[config.mk]
export PLATFORM = sky130hd
export DESIGN_NAME = alu_exec
export DESIGN_NICKNAME = d
export VERILOG_FILES = /design/src/rtl/alu_exec.sv
export SDC_FILE = /design/constraint.sdc
export NUM_CORES = 1
export LEC_CHECK = 0
export ABC_AREA = 1
export CORE_UTILIZATION = 25
export DETAILED_ROUTE_END_ITERATION = 7
export GPL_TIMING_DRIVEN = 0
export SLEW_MARGIN = 5
export SYNTH_ARGS = -nofsm -noshare
export SYNTH_HDL_FRONTEND = slang
export SYNTH_SLANG_ARGS = --single-unit
[constraint.sdc]
create_clock -name clk -period 5.9 [get_ports clk]
set_input_delay 1.77 -clock clk [delete_from_list [all_inputs] [get_ports clk]]
set_output_delay 1.77 -clock clk [all_outputs]
set_load 0.05 [all_outputs]
[src/rtl/alu_exec.sv]
// Execute stage: latches operands at start and computes an 8-bit result that it writes back to the register bank.
// Latency: 2 cycles from start to writeback for single-cycle ops, 9 cycles for MUL (an 8-step shift-add).
// Backpressure: start is dropped while busy, except in WB where a new start is accepted; cen=0 freezes everything and masks we_o/done.
module alu_exec #(
    parameter int W  = 8,
    parameter int AW = 3
) (
    input  logic          clk,
    input  logic          rst,
    input  logic          cen,
    input  logic          start,
    input  logic [2:0]    op,
    input  logic [W-1:0]  a,
    input  logic [W-1:0]  b,
    input  logic [AW-1:0] rd,
    output logic          busy,
    output logic          done,
    output logic [AW-1:0] rd_o,
    output logic [W-1:0]  dat_o,
    output logic          we_o,
    output logic          zf,
    output logic          cf
);

    typedef enum logic [1:0] {S_IDLE, S_EXEC, S_MUL, S_WB} state_t;

    localparam logic [2:0] OP_ADD = 3'b000;
    localparam logic [2:0] OP_SUB = 3'b001;
    localparam logic [2:0] OP_AND = 3'b010;
    localparam logic [2:0] OP_OR  = 3'b011;
    localparam logic [2:0] OP_XOR = 3'b100;
    localparam logic [2:0] OP_SHL = 3'b101;
    localparam logic [2:0] OP_MUL = 3'b110;

    state_t          state;
    logic [2:0]      op_q;
    logic [W-1:0]    a_q;
    logic [W-1:0]    b_q;
    logic [2*W-1:0]  acc;
    logic [2:0]      cnt;

    logic [W:0]      sum;
    logic [W:0]      diff;
    logic [2*W-1:0]  shl_full;
    logic [2*W-1:0]  acc_next;
    logic [W-1:0]    res;
    logic            res_cf;

    assign sum      = {1'b0, a_q} + {1'b0, b_q};
    assign diff     = {1'b0, a_q} - {1'b0, b_q};
    assign shl_full = {{W{1'b0}}, a_q} << b_q[2:0];
    assign acc_next = acc + (b_q[cnt] ? ({{W{1'b0}}, a_q} << cnt) : {(2*W){1'b0}});

    always_comb begin
        res    = '0;
        res_cf = 1'b0;
        case (op_q)
            OP_ADD: begin res = sum[W-1:0];  res_cf = sum[W];  end
            OP_SUB: begin res = diff[W-1:0]; res_cf = diff[W]; end
            OP_AND: res = a_q & b_q;
            OP_OR:  res = a_q | b_q;
            OP_XOR: res = a_q ^ b_q;
            OP_SHL: begin res = shl_full[W-1:0]; res_cf = |shl_full[2*W-1:W]; end
            default: res = b_q;
        endcase
    end

    always_ff @(posedge clk or negedge rst) begin
        if (!rst) begin
            state <= S_IDLE;
            op_q  <= '0;
            a_q   <= '0;
            b_q   <= '0;
            rd_o  <= '0;
            acc   <= '0;
            cnt   <= '0;
            dat_o <= '0;
            zf    <= 1'b0;
            cf    <= 1'b0;
        end else if (cen) begin
            case (state)
                // WB ends in the same edge that may accept the next request,
                // so back-to-back single-cycle ops write every other cycle.
                S_IDLE, S_WB: begin
                    if (start) begin
                        op_q  <= op;
                        a_q   <= a;
                        b_q   <= b;
                        rd_o  <= rd;
                        acc   <= '0;
                        cnt   <= '0;
                        state <= (op == OP_MUL) ? S_MUL : S_EXEC;
                    end else begin
                        state <= S_IDLE;
                    end
                end
                S_EXEC: begin
                    dat_o <= res;
                    cf    <= res_cf;
                    zf    <= (res == '0);
                    state <= S_WB;
                end
                S_MUL: begin
                    acc <= acc_next;
                    cnt <= cnt + 3'd1;
                    if (cnt == 3'd7) begin
                        dat_o <= acc_next[W-1:0];
                        cf    <= |acc_next[2*W-1:W];
                        zf    <= (acc_next[W-1:0] == '0);
                        state <= S_WB;
                    end
                end
                default: state <= S_IDLE;
            endcase
        end
    end

    assign busy = (state != S_IDLE);
    assign we_o = cen && (state == S_WB);
    assign done = we_o;

endmodule

* After elaboration in Yosys (flattened, before gate mapping)
Index checks and enable logic that the tools add are counted.
** Storage, ports and cells
- Input port bits :: 26
- Bits in registers :: 53
- Word-level logic and storage cells :: 66
** Operators by class
- Bitwise logic cells :: 3
- Multiplexer cells :: 19
- Eq/ne operators :: 12
- Reduce and logical (&&, ||, !) cells :: 15
- Shifts and indexed selects :: 2
- $lt $le $gt $ge :: 1
- Add/subtract/negate cells :: 4
** Operators by type and width (number)
- case mux 8 bit (6 select lines) :: 1
- 2-to-1 mux 16 bit :: 2
- case mux 16 bit (2 select lines) :: 1
- left shift 8 x 3 -> 16 bit :: 2
- adder 16 bit :: 1
- zero test 8 bit :: 2
- case mux 8 bit (2 select lines) :: 1
- OR reduction 8 bit :: 2
- == test 3 bit (second input constant) :: 4
- adder 8 x 8 -> 9 bit :: 1
- AND reduction 3 bit :: 3
- subtractor 8 x 8 -> 9 bit :: 1
- bitwise AND 8 bit :: 1
- 2-to-1 mux 8 bit :: 1
- OR 8 bit :: 1
- XOR 8 bit :: 1
- == test 3 x 2 -> 1 bit (second input constant) :: 2
- 2-to-1 mux 2 bit :: 3
- case mux 2 bit (3 select lines) :: 1
- case mux 3 bit (2 select lines) :: 1
- nonzero test 2 bit :: 3
- == test 2 bit (second input constant) :: 2
- < comparator 3 x 4 -> 1 bit (second input constant) :: 1
- inequality test 2 bit (second input constant) :: 2
- other kinds (13) :: 16

* Logic depth before layout (Yosys ltp)
- Word-level depth :: 7
- Mapped depth :: 24
- Mapped depth without buffers :: 22

* Worst setup path before layout
OpenSTA, ideal clock, no wires.
- Kind :: input -> output
- Start :: input port cen
- End :: output port we_o
- Cell stages on the path :: 3
- Required time :: 4.130 ns
- Arrival time :: 2.407 ns
- Setup slack :: 1.723 ns
- Cells stage by stage :: nand2_1 > inv_1 > buf_4
** On the way
- Word-level cells in the longest chain between the ends :: 1
** Ends and longest elaborated chain
- from (decl) :: line 10 : input logic cen,
- logical AND 1 bit :: line 119 : assign we_o = cen && (state == S_WB);
- to (decl) :: line 20 : output logic we_o,
Every way passes these cells.

* Worst setup path in the final report
Ends and elaborated chain as after synthesis.

==> impl_metrics.ini <==
[status]
run_status = finished, final reports clean

[worst_setup_path]
path_cells = clkdlybuf4s50_1 -> nand2_1 -> inv_1 -> buf_4 -> clkdlybuf4s50_1
worstPathRequired_ps = 4130
rr_worst_depth = 21
worst-setup-path-type = in -> out
worst_setup_path_start_kind = primary input
r2r-start = b_q[1]
r2r-end = cf
worst_case_register_to_register_setup_slack_ps = 2460
cp_common_cell = sky130_fd_sc_hd__clkdlybuf4s50_1
timing.critical_path.to_type = output pin
critPathSlowestCell = sky130_fd_sc_hd__clkdlybuf4s50_1
worst-endpoint-arrival_ps = 3360
cp_max_fo = 4
worst_path_largest_cell_delay_ps = 790

[timing]
final-hold-violation-count = 0
skew_ps = 14.0
timing.fmax_mhz = 195
timing.setup.tns_ps = 0
setup_violations = 0
setup_repair_after_global_routing_missed_its_margin = false
worst_setup_margin_ps = 769
slew_headroom_pct = 56.9
tightestPinTransition_ps = 646
fin_crit_sh_pct = 87.0
final-max-slew-violation-count = 0
fin_crit_ps = 5130

[synth]
synth_ff_type = sky130_fd_sc_hd__dfrtp_1
ys_ff_latch = 53
synthMostInstantiatedCell = sky130_fd_sc_hd__nand2_1
synth_fa_ha_area_share_pct = 12.4
post_synth_instance_area_sq_um = 5010
synth_top_family_by_area = simple AND/OR/NAND/NOR gates
multiplexer_area_fraction_after_synthesis_pct = 0.399
synth_fp_nets = 852
yosysTopAreaCellShare_pct = 26.4
share_of_the_synthesized_area_in_compound_gates_ao_oa_aoi_oai_pct = 12.7
netlist_instances = 778
ys_async_sr_fraction_pct = 100
synth-xor-area-share_pct = 1.40
synth_enable_flop_cells = 0
yosys-top-cells-area = sky130_fd_sc_hd__dfrtp_1 (26%), sky130_fd_sc_hd__nand2_1 (18%), sky130_fd_sc_hd__ha_1 (11%)
postSynthAreaPerCell_sq_um = 6.45
synth_cell_types = 43
synth_sequential_area_ratio_pct = 26.4
synth_common_cells = sky130_fd_sc_hd__nand2_1 (245), sky130_fd_sc_hd__nor2_1 (82), sky130_fd_sc_hd__inv_1 (80)
synth_largest_area_cell = sky130_fd_sc_hd__dfrtp_1
synth_simple_gate_area_share_pct = 36.8
synthesis.yosys.warnings = 0

[worst_hold_path]
min-delay-start = rd_o[0]
hold_path_class = reg -> reg
min_path_cells = 2
hold_end = rd_o[0]

[power]
pwr_density_cell_nw_per_um2 = 582
totalPowerFinal_mw = 3.45
maximum_vdd_drop_uv = 151
leakage_nw = 3.00

[placement]
dp.final_hpwl_um = 12400
place_congestion = 0.917
io_buffers = 41
dpl_cell_area_sq_um = 5770
preCtsSetupSlack_ps = 744

[global_route]
first_global_vias = 4794
first_pass_grt_wire_length_um = 24800
globalRouteMet2Util_pct = 26.1
gr-usage-met3_pct = 1.97
grtUsageTotal_pct = 15.5
global_route.overflow_total = 0
grt_antenna_before_repair = 0
largest_net_degree_at_the_start_of_global_routing = 32
grt.met1_usage_pct = 20.3
grt.busiest_layer = met2

[routing]
dr_total_vias = 5020
drt_iter0_drc = 285
finalWirelength_um = 15200
via_per_inst = 4.59
firstDrtPassIters = 5
drt_drc_violations_left = 0
antenna_violating_nets_post_route = 0
wl_per_cell_um = 13.9

[finish]
multiInputGateArea_sq_um = 3200
final_standard_cell_area_without_fillers_sq_um = 5920
fillCellCount = 2173
area_growth_pct = 18.1
antenna_diode_count = 0
nNetsFinal = 901
area_taken_by_flip_flops_and_latches_sq_um = 1330
final_layout_size_suffix_gt1_share_pct = 5.56

[clock_network]
clk-insertion-delay-late_ps = 310
clk_root_buf = sky130_fd_sc_hd__clkbuf_16
tritoncts.num_buffers = 5
cts-hold-fix-buffers = 0
cts_tree = yes
post_cts.resized_instances = 0
worst_setup_hold_path_clk_slew_ps = 70
cts_post_setup_buffers_inserted = 0
clk_path_buf_depth = 2
cts-htree-levels = 2
cts.sink_count = 53

[floorplan]
initial_utilization_pct = 25.6
floorplan.rows = 51
fp.coreArea_sq_um = 19600
chipHeight_um = 144
io_pins = 42
die_width_um = 144
floorplan.die_area_sq_um = 20600

[flow_run]
maxCapViolations = 0
-- through the flow --
step	hold slack, ps	util (%)	cells
after global placement	462	29.4	1084
after global routing	508	30.2	1093
final	476	30.2	1093
after floorplan	455	-	778
after CTS	484	30.2	1093
after detailed placement	466	29.5	1085
-- sequential cells by signal, summed over array words and instances, names as in the netlist --
register  count
b_q           8
zf            1
rd_o          3
op_q          3
cnt           3
acc          16
dat_o         8
state         2
cf            1
a_q           8
-- per-layer routing --
layer  share of wire (%)  wire length, um  up-vias
met5                   0                0        -
li1                    -                -     2607
met4                 2.7              405        0
met3                 3.7              556       25
met1                  48             7220     2285
met2                  46             6980      103
-- power by group --
part | switching, mW | internal (mW) | leakage, nW | total [mW]
Sequential | 0.156 | 0.509 | 0.675 | 0.665
Clock | 0.149 | 0.160 | 0.0704 | 0.309
Combinational | 1.66 | 0.818 | 2.26 | 2.47
-- cell usage in the layout, fill, tap and decap left out, drive strengths merged --
master	n
nand4	11
xnor2	2
clkbuf	18
inv	87
o21bai	2
o21ai	71
clkinv	2
nand3	68
and2	1
clkdlybuf4s50	40
buf	14
a22o	1
ha	45
dfrtp	53
nand2b	1
nor2	86
a31oi	7
o22ai	1
a21oi	32
or2	5
mux2i	2
a22oi	2
nand2	248
xor2	6
fa	3
o2111ai	1
nor3	9
o211ai	1
clkinvlp	1
nand3b	5
nor4	1
a21o	2
-- area by class of cell --
| type | instances | share of cell area (%) |
|---|---|---|
| timing repair buffer | 42 | 7.18 |
| sequential | 53 | 22.4 |
| multi-input combinational | 613 | 54.0 |
| buffer | 25 | 2.66 |
| clock buffer | 5 | 2.11 |
| clock inverter | 3 | 0.423 |
| inverter | 87 | 5.64 |
| tap | 265 | 5.60 |
-- critical path: cells and delay by family --
family,cells,cell delay [ps]
buffers and inverters,4,1500
AND/OR/NAND/NOR,1,100
-- worst max path at each step --
stage          startpoint   end
4_1_cts               cen  we_o
5_1_grt               cen  we_o
6_report              cen  we_o
2_1_floorplan         cen  we_o
3_3_place_gp          cen  we_o
3_5_place_dp          cen  we_o
-- cells by family (layout without fill, tap and decap cells) --
group,Yosys count,in the layout
and+or+nand+nor,435,435
AOI/OAI and AO/OA,120,120
buffers and inverters,112,162
DFF,53,53
adders and majority gates,48,48
xor gates and xnor gates,8,8
muxes,2,2
Power figures use the tool's default switching activity.
